**config.mk**
```make
export PLATFORM = sky130hd
export DESIGN_NAME = ram_arbiter
export DESIGN_NICKNAME = d
export VERILOG_FILES = /design/src/rtl/ram_arbiter_pkg.sv /design/src/rtl/ram_be_merge.sv /design/src/rtl/ram_arbiter.sv
export SDC_FILE = /design/constraint.sdc
export NUM_CORES = 1
export LEC_CHECK = 0
export CAP_MARGIN = 20
export CORE_UTILIZATION = 38
export CTS_BUF_LIST = sky130_fd_sc_hd__clkbuf_8
export CTS_CLUSTER_DIAMETER = 60
export DETAILED_ROUTE_END_ITERATION = 8
export GPL_TIMING_DRIVEN = 0
export PLACE_DENSITY = 0.84
export SLEW_MARGIN = 10
export SYNTH_ARGS = -nofsm -noshare
export SYNTH_HDL_FRONTEND = slang
export SYNTH_SLANG_ARGS = --single-unit
```
**constraint.sdc**
```tcl
create_clock -name clk_i -period 6.2 [get_ports clk_i]
set_clock_uncertainty 0.15 [all_clocks]
set_input_delay 1.24 -clock clk_i [delete_from_list [all_inputs] [get_ports clk_i]]
set_output_delay 1.24 -clock clk_i [all_outputs]
set_load 0.02 [all_outputs]
```
**src/rtl/ram_arbiter_pkg.sv**
```systemverilog
// Shared types and constants for the two-port RAM arbiter: FSM encoding,
// grant identifiers, RAM control levels and byte-enable constants.
package ram_arbiter_pkg;

  typedef enum logic [1:0] {
    ST_IDLE = 2'd0,
    ST_RD   = 2'd1,
    ST_RMW  = 2'd2,
    ST_ACK  = 2'd3
  } state_t;

  typedef enum logic {
    GRANT_IF = 1'b0,
    GRANT_D  = 1'b1
  } grant_t;

  localparam logic WRITE_ENABLE  = 1'b1;
  localparam logic WRITE_DISABLE = 1'b0;
  localparam logic CHIP_ENABLE   = 1'b1;
  localparam logic CHIP_DISABLE  = 1'b0;

  localparam int                  BE_WIDTH = 4;
  localparam logic [BE_WIDTH-1:0] BE_FULL  = 4'hF;
  localparam logic [BE_WIDTH-1:0] BE_NONE  = 4'h0;

endpackage

```
**src/rtl/ram_be_merge.sv**
```systemverilog
// Byte-lane merge for partial stores: each lane takes the new word where its
// enable is set and keeps the old RAM word otherwise.
module ram_be_merge
  import ram_arbiter_pkg::*;
#(
  parameter int DATA_WIDTH = 32
) (
  input  logic [DATA_WIDTH-1:0] old_word,
  input  logic [DATA_WIDTH-1:0] new_word,
  input  logic [BE_WIDTH-1:0]   be,
  output logic [DATA_WIDTH-1:0] merged_word
);

  localparam int LANE = DATA_WIDTH / BE_WIDTH;

  for (genvar k = 0; k < BE_WIDTH; k++) begin : g_lane
    assign merged_word[k*LANE +: LANE] = be[k] ? new_word[k*LANE +: LANE]
                                               : old_word[k*LANE +: LANE];
  end

endmodule

```
**src/rtl/ram_arbiter.sv**
```systemverilog
// Arbitrates an instruction-fetch port and a data port onto one synchronous
// single-port RAM, with round-robin on collisions and read-modify-write stores.
module ram_arbiter
  import ram_arbiter_pkg::*;
#(
  parameter int ADDR_WIDTH = 32,
  parameter int DATA_WIDTH = 32
) (
  input  logic                  clk_i,
  input  logic                  rst_i,
  input  logic                  if_req_i,
  input  logic [ADDR_WIDTH-1:0] if_addr_i,
  output logic                  if_ack_o,
  output logic [DATA_WIDTH-1:0] if_rdata_o,
  input  logic                  d_req_i,
  input  logic                  d_we_i,
  input  logic [ADDR_WIDTH-1:0] d_addr_i,
  input  logic [DATA_WIDTH-1:0] d_wdata_i,
  input  logic [BE_WIDTH-1:0]   d_be_i,
  output logic                  d_ack_o,
  output logic [DATA_WIDTH-1:0] d_rdata_o,
  output logic                  ram_ce_o,
  output logic                  ram_we_o,
  output logic [ADDR_WIDTH-1:0] ram_addr_o,
  output logic [DATA_WIDTH-1:0] ram_wdata_o,
  input  logic [DATA_WIDTH-1:0] ram_rdata_i
);

  state_t                state, state_nxt;
  grant_t                last_grant;
  logic                  any_req, pick_d;
  logic [ADDR_WIDTH-1:0] if_addr_al, d_addr_al, addr_q;
  logic [DATA_WIDTH-1:0] wdata_q, merged_word;
  logic [BE_WIDTH-1:0]   be_q;

  assign any_req    = if_req_i | d_req_i;
  // On collision the port that did not win last time gets the RAM.
  assign pick_d     = d_req_i & (~if_req_i | (last_grant == GRANT_IF));
  assign if_addr_al = {if_addr_i[ADDR_WIDTH-1:2], 2'b00};
  assign d_addr_al  = {d_addr_i[ADDR_WIDTH-1:2], 2'b00};

  // last_grant doubles as the owner of the access in flight.
  always_ff @(posedge clk_i) begin
    if (!rst_i) begin
      state      <= ST_IDLE;
      last_grant <= GRANT_IF;
    end else begin
      // NOTE: sequential state uses non-blocking assignments so every register
      // samples pre-edge values regardless of statement order.
      state <= state_nxt;
      if (state == ST_IDLE && any_req) last_grant <= pick_d ? GRANT_D : GRANT_IF;
    end
  end

  // NOTE: store operands are pure datapath, qualified by the FSM, so they carry
  // no reset; latching them lets the requester drop its request mid-access.
  always_ff @(posedge clk_i) begin
    if (state == ST_IDLE && pick_d) begin
      addr_q  <= d_addr_al;
      wdata_q <= d_wdata_i;
      be_q    <= d_be_i;
    end
  end

  ram_be_merge #(.DATA_WIDTH(DATA_WIDTH)) u_merge (
    .old_word    (ram_rdata_i),
    .new_word    (wdata_q),
    .be          (be_q),
    .merged_word (merged_word)
  );

  always_comb begin
    // NOTE: a default on every path keeps combinational processes latch-free.
    state_nxt = state;
    case (state)
      ST_IDLE: begin
        if (any_req) begin
          if (!pick_d || !d_we_i)                          state_nxt = ST_RD;
          else if (d_be_i == BE_FULL || d_be_i == BE_NONE) state_nxt = ST_ACK;
          else                                             state_nxt = ST_RMW;
        end
      end
      ST_RD:   state_nxt = ST_IDLE;
      ST_RMW:  state_nxt = ST_ACK;
      ST_ACK:  state_nxt = ST_IDLE;
      default: state_nxt = ST_IDLE;
    endcase
  end

  always_comb begin
    ram_ce_o    = CHIP_DISABLE;
    ram_we_o    = WRITE_DISABLE;
    ram_addr_o  = '0;
    ram_wdata_o = '0;
    if_ack_o    = 1'b0;
    if_rdata_o  = '0;
    d_ack_o     = 1'b0;
    d_rdata_o   = '0;
    if (rst_i) begin
      case (state)
        ST_IDLE: begin
          if (any_req) begin
            if (!pick_d) begin
              ram_ce_o   = CHIP_ENABLE;
              ram_addr_o = if_addr_al;
            end else if (!(d_we_i && d_be_i == BE_NONE)) begin
              // Partial stores start with a plain read of the old word.
              ram_ce_o   = CHIP_ENABLE;
              ram_addr_o = d_addr_al;
              if (d_we_i && d_be_i == BE_FULL) begin
                ram_we_o    = WRITE_ENABLE;
                ram_wdata_o = d_wdata_i;
              end
            end
          end
        end
        ST_RD: begin
          if (last_grant == GRANT_D) begin
            d_ack_o   = 1'b1;
            d_rdata_o = ram_rdata_i;
          end else begin
            if_ack_o   = 1'b1;
            if_rdata_o = ram_rdata_i;
          end
        end
        ST_RMW: begin
          ram_ce_o    = CHIP_ENABLE;
          ram_we_o    = WRITE_ENABLE;
          ram_addr_o  = addr_q;
          ram_wdata_o = merged_word;
        end
        ST_ACK:  d_ack_o = 1'b1;
        default: ;
      endcase
    end
  end

endmodule

```
# Word-level counts from Yosys, hierarchy flattened
# Cells that the tools add are included.
[totals]
register_bits = 69
input_bits = 137
out_inout_bits = 132
elab_cells = 69
[classes]
n_eq_ne = 5
n_mux = 43
bitwise = 5
n_reduce_logical = 11
[ops]
columns = ["cell", "count"]
rows = [
  ["32-bit 2-to-1 mux", 15],
  ["32-bit one-hot mux with 2 select lines", 2],
  ["8-bit 2-to-1 mux", 4],
  ["1-bit 2-to-1 mux", 16],
  ["1-bit one-hot mux with 2 select lines", 3],
  ["2-bit one-hot mux with 3 select lines", 1],
  ["2-bit equality test, second input constant", 2],
  ["4-bit equality test, second input constant", 1],
  ["1-bit logical AND", 4],
  ["4-bit logical NOT", 1],
  ["2-bit 2-to-1 mux", 2],
  ["2-bit by 1-bit equality test with 1-bit output, second input constant", 1],
  ["1-bit logical NOT", 2],
  ["2-bit logical NOT", 1],
  ["1-bit logical OR", 2],
  ["2-bit inequality test, second input constant", 1],
  ["1-bit inverter", 2],
  ["1-bit OR", 2],
  ["2-bit OR reduction", 1],
  ["1-bit bitwise AND", 1],
]

# Depth between registers and ports, before layout
[depth]
ltp_word = 8
ltp_mapped = 5
mapped_depth_nobuf = 3

# By module
# Synthesis repeated with hierarchy kept, for this count alone.
[hier_totals]
hier_cells = 395
hier_area_um2 = 4470.5
[by_module_without_submodules]
columns = ["mod", "instances", "cells_per_inst", "area_per_inst_um2"]
rows = [
  ["ram_arbiter", 1, 359, 3945.0],
  ["ram_be_merge", 1, 36, 525.5],
]

# Worst setup path before layout
# Ideal clock, no wire load.
[synth_path]
kind = "input -> register"
from = "input d_req_i"
to = "register addr_q[10] (enable)"
setup_ns = 0.491
arrival_time_ns = 4.546
required_ns = 5.559
setup_slack_ns = 1.014
path_stages = 4
cell_sequence = "a21bo_1 -> buf_4 -> clkbuf_1 -> nor2_1"
[synth_between]
elab_chain_len = 2
[synth_rtl]
columns = ["item", "line", "rtl"]
rows = [
  ["start: declaration", "ram_arbiter.sv:15", "input logic d_req_i,"],
  ["1-bit bitwise AND", "ram_arbiter.sv:38", "assign pick_d = d_req_i & (~if_req_i | (last_grant == GRANT_IF));"],
  ["1-bit logical AND", "ram_arbiter.sv:58", "if (state == ST_IDLE && pick_d) begin"],
  ["end signal: assignment", "ram_arbiter.sv:59", "addr_q <= d_addr_al;"],
  ["end: declaration", "ram_arbiter.sv:32", "logic [ADDR_WIDTH-1:0] if_addr_al, d_addr_al, addr_q;"],
]
# Every way passes these cells.
# A chain may end at the register's enable or synchronous reset.

# Worst setup path in the final report
[layout_path]
from = "input d_req_i"
to = "output ram_addr_o[5]"
[layout_between]
elab_chain_len = 5
word_cells_on_any_way = 6
[layout_rtl]
columns = ["item", "line", "rtl"]
rows = [
  ["1-bit bitwise AND", "ram_arbiter.sv:38", ""],
  ["32-bit 2-to-1 mux", "ram_arbiter.sv:103", "if (!pick_d) begin"],
  ["32-bit 2-to-1 mux (*)", "ram_arbiter.sv:102", "if (any_req) begin"],
  ["32-bit one-hot mux with 2 select lines (*)", "ram_arbiter.sv:100", "case (state)"],
  ["32-bit 2-to-1 mux (*)", "ram_arbiter.sv:99", "if (rst_i) begin"],
  ["end: declaration", "ram_arbiter.sv:24", "output logic [ADDR_WIDTH-1:0] ram_addr_o,"],
]
# Every way passes the cells marked *; elsewhere a longest branch is shown, timed or not.

==> run metrics <==
Slew @ Worst Pin 859 ps; Post-synth EDFFs 66; Remaining DRCs 0; CP max stage delay 660 ps; CTS buffer count 9; fill count 819; DP HPWL 11.4 mm; Overflow after GRT 0; status finished, final reports clean; Async S/R FF share, synth 0; Final nets 803; first-pass GRT wire length 21.8 mm; Final Worst Setup Slack 1070 ps; final WL 14.5 mm; pre-CTS setup slack 1050 ps; Final Power 1.28 mW; Cell variety after synth 32; final instance area 7210 µm²; Synth Register Bits 69; crit-path cells clkdlybuf4s50_1 -> a21boi_1 -> clkbuf_1 -> a22oi_1 -> a221oi_1 -> clkdlybuf4s50_1; Fin. Hold Viols 0; register area 2040 µm²; Post-synth top cells edfxtp_1 (66), and2_1 (64), nand2_1 (64); critical path arrival 3740 ps; Area growth, synth to finish 72.3%; Ys Warns 0; Area after DPL 7030 µm²; Crit-path slowest cell clkdlybuf4s50_1; layout cells sized above 1 0.0566; RSZ-0062 raised after global routing false; DRT Pass-1 Iters 4; input/output buffers 262; htree depth 3; # setup viols final 0; via count 4342; GP Congestion 0.817; largest family of logic cells by synthesized area compound AO/OA/AOI/OAI gates; footprint of the multi-input gates 1950 µm²; Die ar. 11400 µm²; mux share of post-synthesis cell area 0.0765; count of boundary I/O pins 269; Max-Cap Viols 0; Skew-Pair Late Insertion Delay 330 ps; Synth top area share 0.473; clock sink total 69; Top delay family on crit path buffers and inverters; worst setup path category input pin to primary output; complex-gate fraction of the synthesized area 0.207; CP max FO 10; period utilization 0.828; clock slew at reported path FFs 80 ps; die width 107 µm; GRT Resource Usage Total 0.246; antenna violations before repair 0; Min-Delay Path Class flop to flop; CTS Root Cell clkbuf_8; Post-Synthesis Cell Area 4190 µm²; core area 10500 µm²; Syn Inst Count 390; vias per cell 5.38; CTS resizes 0; Synth Area in Simple Gates 0.179; Peak VDD IR 127 µV; Seq/Total Area, Yosys 0.488; Setup Buffers After CTS 0; post-synthesis xor/xnor area fraction 0; crit start category input pin; largest net degree at the start of global routing 29; clk buf depth 2; headroom to the max-slew limit 0.423; critical path buffer and inverter count 3; Final ANT Viol Nets 0; fin crit period 5130 ps; num rows 37; Primary FF master, synth edfxtp_1; Initial Util 0.398; CP endpoint kind primary output; Chip Height 107 µm; CTS tree built; count leader, synth edfxtp_1; Hold Buf Count CTS 0; wire per inst 17.9 µm; Leakage 2.54 nW; Req. time, crit path 4810 ps; 1st-iter DRT viols 214; fin. max-slew vios 0; minimum hold slack 462 ps; antenna cell count 0; Peak Freq 195 MHz; vias in the first global route 4226; ranking of synthesized cells by area edfxtp_1 (47%), and2_1 (9.6%), mux2i_1 (7.7%); biggest area consumer among synthesized cells edfxtp_1; Synth Area in Adders 0; pwr/cell area 178 nW/µm²; Worst path most repeated cell clkdlybuf4s50_1; synthesized area per cell 10.7 µm²
-- power by group --
part	total, mW	internal (mW)	switching, mW
combinational	0.367	0.186	0.181
sequential	0.570	0.555	0.0154
clock	0.347	0.180	0.167
total	1.28	0.921	0.363
-- worst min-delay path: cells and delay by family (launching register included) --
kind | cells | cell delay [ps]
and+or+nand+nor | 1 | 40
DFF | 1 | 390
AOI/OAI and AO/OA | 1 | 140
-- metal layers --
| metal | part of all wire | track usage |
|---|---|---|
| met1 | 0.39 | 0.280 |
| met5 | 0 | 0 |
| met2 | 0.54 | 0.462 |
| met4 | 0.015 | 0.0714 |
| met3 | 0.059 | 0.0498 |
-- state kept, by name, summed over array words and instances (netlist names) --
name and flops:
be_q 4, state 2, wdata_q 32, last_grant 1, addr_q 30
-- cell usage in the layout (no fill, tap or decap), types with 6 or more instances in the layout --
cell / n
and2_1: 64
edfxtp_1: 66
clkbuf_8: 9
clkbuf_1: 18
clkdlybuf4s50_1: 262
a22oi_1: 30
a221oi_1: 28
nor2_1: 6
buf_1: 7
o2bb2ai_1: 32
mux2i_1: 32
buf_4: 6
nand2_1: 64
-- layout make-up --
cell class | count | area share
Buffer | 39 | 0.0274
Clock buffer | 9 | 0.0172
Clock inverter | 7 | 0.00815
Inverter | 2 | 0.00104
Multi-Input combinational cell | 281 | 0.270
Sequential cell | 69 | 0.283
Tap cell | 136 | 0.0236
Timing Repair Buffer | 264 | 0.369
-- worst paths after layout --
| kind | depth (start not counted) | end | startpoint | slack (ps) |
|---|---|---|---|---|
| setup / recovery | 6 | ram_addr_o[5] | d_req_i | 1070 |
| hold / removal | 2 | state[1] | state[1] | 460 |
| setup reg to reg | 5 | wdata_q[22] | last_grant | 4060 |
| hold reg to reg | 2 | state[1] | state[1] | 460 |
-- logic make-up (layout without fill, tap and decap cells) --
| logic type | Yosys count | after routing |
|---|---|---|
| simple gates | 145 | 145 |
| compound gates | 102 | 102 |
| flops | 69 | 69 |
| buf+inv | 41 | 321 |
| mux | 32 | 32 |
| other cells | 1 | 2 |
-- stage by stage --
| step | utilization | TNS (ps) | instances |
|---|---|---|---|
| after floorplan | - | 0 | 391 |
| after global placement | 0.664 | -60310 | 789 |
| after detailed placement | 0.669 | 0 | 791 |
| after CTS | 0.686 | 0 | 807 |
| after global routing | 0.686 | 0 | 807 |
| final | 0.686 | 0 | 807 |
No activity file was read; power rests on OpenSTA's default activity.
